--- src/rtl/sram_ctrl_pkg.sv ---
// Shared types and constants for the sram_ctrl request-side SRAM controller.
package sram_ctrl_pkg;

    localparam int DEF_DATA_W = 4;
    localparam int DEF_ADDR_W = 2;
    localparam int DEF_RD_LAT = 1;

    typedef enum logic [1:0] {
        INIT  = 2'd0,
        IDLE  = 2'd1,
        WRITE = 2'd2,
        READ  = 2'd3
    } state_e;

    // Flat state codes used by the FSM register; kept in step with state_e.
    localparam logic [1:0] ST_INIT  = INIT;
    localparam logic [1:0] ST_IDLE  = IDLE;
    localparam logic [1:0] ST_WRITE = WRITE;
    localparam logic [1:0] ST_READ  = READ;

    localparam logic RST_CS        = 1'b0;
    localparam logic RST_WE        = 1'b0;
    localparam logic RST_RD        = 1'b0;
    localparam logic RST_RSP_VALID = 1'b0;
    localparam logic RST_INIT_DONE = 1'b0;

endpackage

--- src/rtl/sram_ctrl.sv ---
// Single-request SRAM controller with registered CS/WE/RD/Addr/dataIn pins.
// Define SRAM_CTRL_INIT_EN to zero-fill the macro after every reset.
import sram_ctrl_pkg::*;

module sram_ctrl #(
    parameter int DATA_W = DEF_DATA_W,
    parameter int ADDR_W = DEF_ADDR_W,
    parameter int RD_LAT = DEF_RD_LAT
) (
    input  logic              Clk,
    input  logic              Rst,
    input  logic              req_valid,
    output logic              req_ready,
    input  logic              req_we,
    input  logic [ADDR_W-1:0] req_addr,
    input  logic [DATA_W-1:0] req_wdata,
    output logic              rsp_valid,
    output logic [DATA_W-1:0] rsp_rdata,
    output logic              init_done,
    output logic              CS,
    output logic              WE,
    output logic              RD,
    output logic [ADDR_W-1:0] Addr,
    output logic [DATA_W-1:0] dataIn,
    input  logic [DATA_W-1:0] Q
);

    localparam logic [2:0] LAT_LOAD = 3'(RD_LAT - 1);

`ifdef SRAM_CTRL_INIT_EN
    localparam logic [1:0] ST_RESET = ST_INIT;
    localparam logic [ADDR_W:0] INIT_END = {1'b1, {ADDR_W{1'b0}}};
    logic [ADDR_W:0] init_cnt;
`else
    localparam logic [1:0] ST_RESET = ST_IDLE;
`endif

    logic [1:0] state;
    logic [2:0] lat_cnt;

    assign req_ready = (state == ST_IDLE) && !Rst;

    always_ff @(posedge Clk) begin
        if (Rst) begin
            state     <= ST_RESET;
            CS        <= RST_CS;
            WE        <= RST_WE;
            RD        <= RST_RD;
            Addr      <= '0;
            dataIn    <= '0;
            rsp_valid <= RST_RSP_VALID;
            rsp_rdata <= '0;
            lat_cnt   <= '0;
            init_done <= RST_INIT_DONE;
`ifdef SRAM_CTRL_INIT_EN
            init_cnt  <= '0;
`endif
        end else begin
            rsp_valid <= 1'b0;
`ifndef SRAM_CTRL_INIT_EN
            init_done <= 1'b1;
`endif
            case (state)
`ifdef SRAM_CTRL_INIT_EN
                ST_INIT: begin
                    // One zero-write per cycle; the terminal count leaves INIT.
                    if (init_cnt == INIT_END) begin
                        state     <= ST_IDLE;
                        CS        <= 1'b0;
                        WE        <= 1'b0;
                        RD        <= 1'b0;
                        init_done <= 1'b1;
                    end else begin
                        CS       <= 1'b1;
                        WE       <= 1'b1;
                        RD       <= 1'b0;
                        Addr     <= init_cnt[ADDR_W-1:0];
                        dataIn   <= '0;
                        init_cnt <= init_cnt + 1'b1;
                    end
                end
`endif
                ST_IDLE: begin
                    CS <= 1'b0;
                    WE <= 1'b0;
                    RD <= 1'b0;
                    if (req_valid) begin
                        CS   <= 1'b1;
                        Addr <= req_addr;
                        if (req_we) begin
                            state  <= ST_WRITE;
                            WE     <= 1'b1;
                            dataIn <= req_wdata;
                        end else begin
                            state   <= ST_READ;
                            RD      <= 1'b1;
                            lat_cnt <= LAT_LOAD;
                        end
                    end
                end
                ST_WRITE: begin
                    state <= ST_IDLE;
                    CS    <= 1'b0;
                    WE    <= 1'b0;
                end
                ST_READ: begin
                    // Q is sampled on the edge that ends the RD_LAT-th RD cycle.
                    if (lat_cnt == 3'd0) begin
                        state     <= ST_IDLE;
                        CS        <= 1'b0;
                        RD        <= 1'b0;
                        rsp_rdata <= Q;
                        rsp_valid <= 1'b1;
                    end else begin
                        lat_cnt <= lat_cnt - 3'd1;
                    end
                end
                default: begin
                    state <= ST_IDLE;
                    CS    <= 1'b0;
                    WE    <= 1'b0;
                    RD    <= 1'b0;
                end
            endcase
        end
    end

endmodule

--- config.mk ---
export PLATFORM = sky130hd
export DESIGN_NAME = sram_ctrl
export DESIGN_NICKNAME = d
export VERILOG_FILES = /design/src/rtl/sram_ctrl_pkg.sv /design/src/rtl/sram_ctrl.sv
export SDC_FILE = /design/constraint.sdc
export NUM_CORES = 1
export LEC_CHECK = 0
export CELL_PAD_IN_SITES_DETAIL_PLACEMENT = 0
export CELL_PAD_IN_SITES_GLOBAL_PLACEMENT = 1
export CORE_ASPECT_RATIO = 0.6
export CORE_UTILIZATION = 31
export DETAILED_ROUTE_END_ITERATION = 10
export GPL_ROUTABILITY_DRIVEN = 0
export PLACE_DENSITY = 0.77
export SLEW_MARGIN = 20
export SYNTH_ARGS = -nofsm -noshare
export SYNTH_HDL_FRONTEND = slang
export SYNTH_SLANG_ARGS = --single-unit
--- constraint.sdc ---
create_clock -name Clk -period 1.4 [get_ports Clk]
set_input_delay 0.14 -clock Clk [delete_from_list [all_inputs] [get_ports Clk]]
set_output_delay 0.14 -clock Clk [all_outputs]
set_load 0.005 [all_outputs]
==> results of run 1 <==
layout by cell type, fill, tap and decap left out, drive strengths merged:
cell	synthesis	layout
nor3b	1	1
nand2b	1	1
ha	2	2
nand2	2	2
dlygate4sd2	0	1
or3	2	2
buf	3	5
a32o	1	1
nand3b	3	3
a21oi	6	6
inv	3	3
nor2	12	12
clkdlybuf4s50	0	28
o21ai	1	1
mux2i	11	11
o21a	1	1
nand3	2	2
o221ai	2	2
clkbuf	1	3
dfxtp	20	20
nand4	1	1
nor2b	3	3
nand4b	2	2
where the power goes:
part,switching [W],total (W),internal (W),leakage [nW]
combinational,0.0000697,0.000182,0.000113,0.326
sequential,0.0000153,0.000611,0.000596,0.164
clock,0.000168,0.000359,0.000191,0.0216
state kept, by name, indices dropped and copies added (netlist names):
name,count
rsp_rdata,4
dataIn,4
WE,1
CS,1
lat_cnt,3
Addr,2
init_done,1
state,2
RD,1
rsp_valid,1
worst min-delay path, stage by stage:
cell and delay, ns:
clkdlybuf4s50_1 0.39, mux2i_1 0.12, nor2_1 0.05
area by class of cell:
| class | count | share of cell area, % |
|---|---|---|
| clock buffers | 3 | 3.381 |
| inverters | 3 | 0.9221 |
| multi-input cells | 53 | 32.89 |
| flip-flops and latches | 20 | 32.99 |
| well taps | 30 | 3.074 |
| repair buffers | 34 | 26.74 |
synth_stat cells:
master     n
o21a_1     1
nor2_1    12
clkbuf_1   1
buf_4      2
nand3b_1   2
nor2b_1    3
nand3b_2   1
mux2i_1   11
inv_1      3
nand2_4    1
or3_1      2
nor3b_1    1
nand2_1    1
a32o_1     1
o21ai_0    1
ha_1       2
a21oi_1    6
nand4_1    1
nand3_1    2
nand2b_1   1
nand4b_2   2
o221ai_1   2
buf_2      1
dfxtp_1   20
logic make-up (layout without fill, tap and decap cells):
group	Yosys count	count (layout)	synth area share (%)
flops	20	20	48.93
mux	11	11	13.46
simple gates	29	29	21.71
buf+inv	7	40	4.280
fa+ha+maj	2	2	3.058
compound gates	11	11	8.563
repair_timing:
item,CTS,global route
endpoints found under the hold margin,0,0
pin swaps,0,0
resized for setup,3,5
setup endpoints to repair,1,3
per-layer routing:
layer  vias to the layer above  share of wire (%)  global-route usage (%)
li1                        343                  -                       -
met1                       297                 52                   19.87
met2                        21                 40                   19.02
met3                         2                7.7                   6.319
met4                         0               0.45                   2.500
met5                         -                  0                       0
per-stage QoR:
| stage | total power (W) | utilization [%] |
|---|---|---|
| 6_report | 0.001152 | 52.50 |
| 5_1_grt | 0.001210 | 52.50 |
| 4_1_cts | 0.001170 | 51.86 |
| 3_5_place_dp | 0.0008069 | 49.87 |
| 3_3_place_gp | 0.0008040 | 49.87 |
| 2_1_floorplan | 0.0006968 | - |
path summary, 6_finish.rpt:
path	to	slack [ns]	startpoint
max	lat_cnt[0]$_SDFFE_PP0P_	0.13	lat_cnt[0]$_SDFFE_PP0P_
min	dataIn[3]$_SDFFE_PP0P_	0.49	req_wdata[3]
max reg2reg	lat_cnt[0]$_SDFFE_PP0P_	0.13	lat_cnt[0]$_SDFFE_PP0P_
min reg2reg	lat_cnt[0]$_SDFFE_PP0P_	0.49	lat_cnt[0]$_SDFFE_PP0P_
==> summary.md, run 1 <==
| Metric | Value |
|---|---|
| Status | finished clean |
| Crit share post-route | 90.88% |
| Clk slew on worst S/H paths | 0.07 ns |
| Hold_ws | 0.4940 ns |
| Routed vias | 663 |
| Syn Area/Cell | 10.23 um2 |
| Htree depth | 1 |
| CP Launch Type | flop |
| Placement Setup Slack | -0.05705 ns |
| Antenna Cells | 0 |
| WP data arrival | 1.45 ns |
| Cts hold-fix bufs | 0 |
| Final net count | 131 |
| RSZ-0062 raised after global routing | no |
| Fin area | 1221 um2 |
| Die Y-Extent | 41.80 um |
| Fmax | 786.0 MHz |
| Non-Filler Instances | 143 |
| Mapped Nets | 96 |
| P_leak | 0.5123 nW |
| CTS tree | done |
| Crit. path cell count | 5 |
| Die area | 2856 um2 |
| Initial core utilization | 35.18% |
| Yosys warning count | 0 |
| Actual slew at the worst max-slew pin | 0.2393 ns |
| Maximum VDD drop | 0.6318 mV |
| Critical path's top delay family | simple AND/OR/NAND/NOR gates |
| Placed Cells incl. Taps | 140 |
| PortBufs | 29 |
| Initial DRC Count | 13 |
| Largest net degree at the start of global routing | 19 |
| DR WL/cell | 12.47 um |
| Multi-input gate area | 401.6 um2 |
| Area growth, synth to finish | 49.24% |
| Worst hold path class | in -> reg |
| ANT nets after route | 0 |
| Max Cap Viol | 0 |
| Unique masters post-synth | 24 |
| Placed inst area | 1160 um2 |
| Delay of the slowest critical-path stage | 0.33 ns |
| Overall Global Routing Usage | 13.90% |
| Rows | 13 |
| Vias in the first global route | 661 |
| CTS Buf Count | 3 |
| First-pass GRT wire length | 2925 um |
| Post-CTS Repair Setup Buffers | 0 |
| Hold-critical path depth | 3 |
| Horiz. Die Dim | 68.33 um |
| Number of remaining DRC errors | 0 |
| Sequential share of the synthesized area | 48.93% |
| PnR worst setup slack | 0.1277 ns |
| Io pins | 30 |
| Share of cells above drive strength 1 | 15.93% |
| Fin crit period | 1.272 ns |
| Setup TNS | 0 ns |
| Core Footprint | 2326 um2 |
| CP max FO | 5 |
| TritonCTS Sinks | 20 |
| Final Hold Viols | 0 |
| Synthesized cell area | 818.3 um2 |
| Fillers | 216 |
| Final max-slew violation count | 0 |
| Post-DR vias/cell | 4.636 |
| First-pass DRT Iterations | 3 |
| CP max-delay cell | dfxtp_2 |
| Total Wirelength | 1783 um |
| Post-synth top area share | 48.93% |
| Largest cells by area after synthesis | dfxtp_1 49%, mux2i_1 13%, nor2_1 5.5% |
| Worst skew pair latency | 0.25 ns |
| Area leader, netlist | dfxtp_1 |
| Synth Instances | 80 |
| Worst Setup Path Type | reg -> reg |
| Buffer and inverter count on the worst path | 1 |
| Worst-case reg-to-reg path depth | 5 |
| GRT overflow | 0 |
| Clock Path Buffers | 2 |
| Reg area | 402.9 um2 |
| Root buffer cell | clkbuf_8 |
| Power density over the cells | 943.7 nW/um2 |
| Synthesized flop and latch total | 20 |
| CP Capture Type | flop |
| Setup violators final | 0 |
| Worst Path Required | 1.58 ns |
| Worst path cell trace | inv_1 -> ha_2 -> nor2b_4 -> or3_1 -> a21oi_2 |
| Hpwl dp | 1323 um |
| Initial antenna violation count | 0 |
| Clock Skew | 0.004434 ns |
| Slew Limit Headroom | 83.98% |
(Power assumes the default switching activity.)
==> run 2, diff against run 1 <==
--- a/config.mk
+++ b/config.mk
@@ -8,6 +8,7 @@
 export CELL_PAD_IN_SITES_DETAIL_PLACEMENT = 0
 export CELL_PAD_IN_SITES_GLOBAL_PLACEMENT = 1
 export CORE_ASPECT_RATIO = 0.6
+export CORE_MARGIN = 5
 export CORE_UTILIZATION = 31
 export DETAILED_ROUTE_END_ITERATION = 10
 export GPL_ROUTABILITY_DRIVEN = 0
==> constraint.sdc (replaced) <==
create_clock -name Clk -period 1.4 [get_ports Clk]
set_input_delay 0.28 -clock Clk [delete_from_list [all_inputs] [get_ports Clk]]
set_output_delay 0.28 -clock Clk [all_outputs]
set_load 0.005 [all_outputs]
==> run 2 against run 1 <==
Combinational power is essentially flat; non-clock buffer count grew 1; maximum frequency shrank 6.8%; count of clock-buffer cells in the layout is the same; highest routed layer unchanged; power grew 1.2%; setup slack lost 0.093 ns; largest power group unchanged.
==> summary.md, run 2 (same netlist as run 1, synthesis figures left out) <==
| Metric | Value |
|---|---|
| Fin util | 48.71% (-3.8 points) |
| ANT nets after route | 0 (unchanged) |
| Fmax | 732.2 MHz (-6.8%) |
| Reg2reg end | lat_cnt[0]$_SDFFE_PP0P_ |
| Critical path's top delay family | buffers and inverters |
| Vias in the first global route | 713 (+7.9%) |
| TritonCTS Sinks | 20 (unchanged) |
| CP Capture Type | output port |
| Fillers | 253 (+17%) |
| Total Wirelength | 2063 um (+16%) |
| Setup violators final | 0 (unchanged) |
| Final max-slew violation count | 0 (unchanged) |
| Clock Skew | 0.004070 ns (-0.0003634 ns) |
| Antenna Cells | 0 (unchanged) |
| Area growth, synth to finish | 50.15% |
| FF-to-FF Start | lat_cnt[0]$_SDFFE_PP0P_ |
| Worst path cell trace | clkdlybuf4s50_1 |
| Routed vias | 690 (+4.1%) |
| Worst-case reg-to-reg path depth | 5 (unchanged) |
| Maximum VDD drop | 0.5361 mV (-15%) |
| Number of remaining DRC errors | 0 (unchanged) |
| Actual slew at the worst max-slew pin | 0.2472 ns (+0.007856 ns) |
| Final Hold Viols | 0 (unchanged) |
| GRT overflow | 0 (unchanged) |
| Non-Filler Instances | 146 (+2.1%) |
| PortBufs | 29 (unchanged) |
| CP max-delay cell | clkdlybuf4s50_1 |
| Hpwl dp | 1526 um (+15%) |
| Core Footprint | 2522 um2 (+8.4%) |
| Overall Global Routing Usage | 10.85% (-3.0 points) |
| Status | finished clean |
| CTS Buf Count | 3 (unchanged) |
| CTS tree | done |
| Io pins | 30 (unchanged) |
| Power density over the cells | 949.1 nW/um2 (+0.57%) |
| Crit path to | rsp_rdata[3] |
| Initial antenna violation count | 0 (unchanged) |
| Fin crit period | 1.366 ns (+0.09346 ns) |
| Initial DRC Count | 35 (+22) |
| CP max FO | 2 (-3) |
| Placed Cells incl. Taps | 143 (+2.1%) |
| Horiz. Die Dim | 76.33 um (+12%) |
| Worst hold path class | reg -> reg |
| Crit share post-route | 97.55% (+6.7 points) |
| Crit. path cell count | 1 (-4) |
| Initial core utilization | 32.44% (-2.7 points) |
| R2r setup slk | 0.08 ns (-0.05 ns) |
| Setup crit start | rsp_rdata[3]$_SDFFE_PP0P_ |
| Worst Setup Path Type | reg -> out |
| Die area | 3801 um2 (+33%) |
| Die Y-Extent | 49.80 um (+19%) |
| First-pass DRT Iterations | 4 (+1) |
| Most frequent cells in the layout | 18 x dfxtp_1, 18 x clkdlybuf4s50_1, 12 x nor2_1 |
| Buffer and inverter count on the worst path | 1 (unchanged) |
| Final net count | 132 (+0.76%) |
| P_leak | 0.6237 nW (+22%) |
| Share of cells above drive strength 1 | 16.67% (+0.74 points) |
| CP Launch Type | flop |
| Post-DR vias/cell | 4.726 (+1.9%) |
| Top Registers | dataIn (4), rsp_rdata (4), lat_cnt (3) |
| Cts hold-fix bufs | 0 (unchanged) |
| Fin area | 1229 um2 (+0.61%) |
| Placed inst area | 1170 um2 (+0.86%) |
| Rows | 14 (+1) |
| WP data arrival | 1.09 ns (-0.36 ns) |
| First-pass GRT wire length | 3339 um (+14%) |
| RSZ-0062 raised after global routing | no |
| Clock Path Buffers | 2 (unchanged) |
| Max Cap Viol | 0 (unchanged) |
| Root buffer cell | clkbuf_8 |
| Post-CTS Repair Setup Buffers | 0 (unchanged) |
| Worst Path Required | 1.12 ns (-0.46 ns) |
| DR WL/cell | 14.13 um (+13%) |
| Htree depth | 1 (unchanged) |
| Clk slew on worst S/H paths | 0.07 ns (about the same) |
| Slew Limit Headroom | 83.46% (-0.53 points) |
| Worst skew pair latency | 0.25 ns (about the same) |
| Largest net degree at the start of global routing | 19 (unchanged) |
| Delay of the slowest critical-path stage | 0.50 ns (+0.17 ns) |
[run 2: changes by cell type in the layout (fill, tap and decap cells not counted), sizes merged]
cell           delta
dlymetal6s2s      +6
clkdlybuf4s50    -10
buf               +2
dlygate4sd2       +3
[run 2: layer usage]
metal	track usage (%)	share of wire [%]	up-vias
met3	6.000	7.9	2
met2	15.20	43	17
li1	-	-	347
met1	14.68	49	324
met5	0	0	-
met4	1.744	0.29	0
[run 2: report_power, final]
group | internal [W] | switching [W]
registers | 0.000595 | 0.0000125
logic | 0.000108 | 0.0000746
clock network | 0.000191 | 0.000184
[run 2: area by class of cell]
cell class,instances,area (um2),area share (%)
clock buffer,3,41.29,3.360
inverter,3,11.26,0.9165
multi-input combinational,53,392.9,31.98
sequential,20,402.9,32.79
tap,32,40.04,3.259
timing repair buffer,35,340.3,27.70
[run 2: metrics by stage]
step	TNS, ns	hold slack [ns]	setup WS (ns)	total power (W)
after floorplan	0	0.4239	0.1571	0.0006968
after global placement	-0.6808	0.4691	-0.2960	0.0008102
after detailed placement	-0.9548	0.4761	-0.3477	0.0008132
after CTS	0	0.4867	0.003155	0.001181
after global routing	0	0.5208	0.003667	0.001215
final	0	0.4855	0.03427	0.001166
[run 2: worst min-delay path by stage]
stage                                        from                 endpoint  slack (ns)  cells past startpoint
after CTS                         WE$_SDFFE_PP0P_          WE$_SDFFE_PP0P_        0.49                      2
after global placement    lat_cnt[1]$_SDFFE_PP0P_  lat_cnt[1]$_SDFFE_PP0P_        0.47                      2
after floorplan                       req_addr[0]     Addr[0]$_SDFFE_PP0P_        0.42                      2
after global routing              WE$_SDFFE_PP0P_          WE$_SDFFE_PP0P_        0.52                      2
after detailed placement          WE$_SDFFE_PP0P_          WE$_SDFFE_PP0P_        0.48                      2
final                             WE$_SDFFE_PP0P_          WE$_SDFFE_PP0P_        0.49                      2
[run 2: repair_timing]
item / CTS / global route
setup endpoints to repair: 5 / 10
gates resized for setup: 9 / 10
pin swaps: 0 / 0
cloned: 0 / 0
[run 2: worst min-delay path, cell delays in order, from the launching register on]
cell,delay [ns]
dfxtp_1,0.31
nand3_1,0.07
a21oi_1,0.06
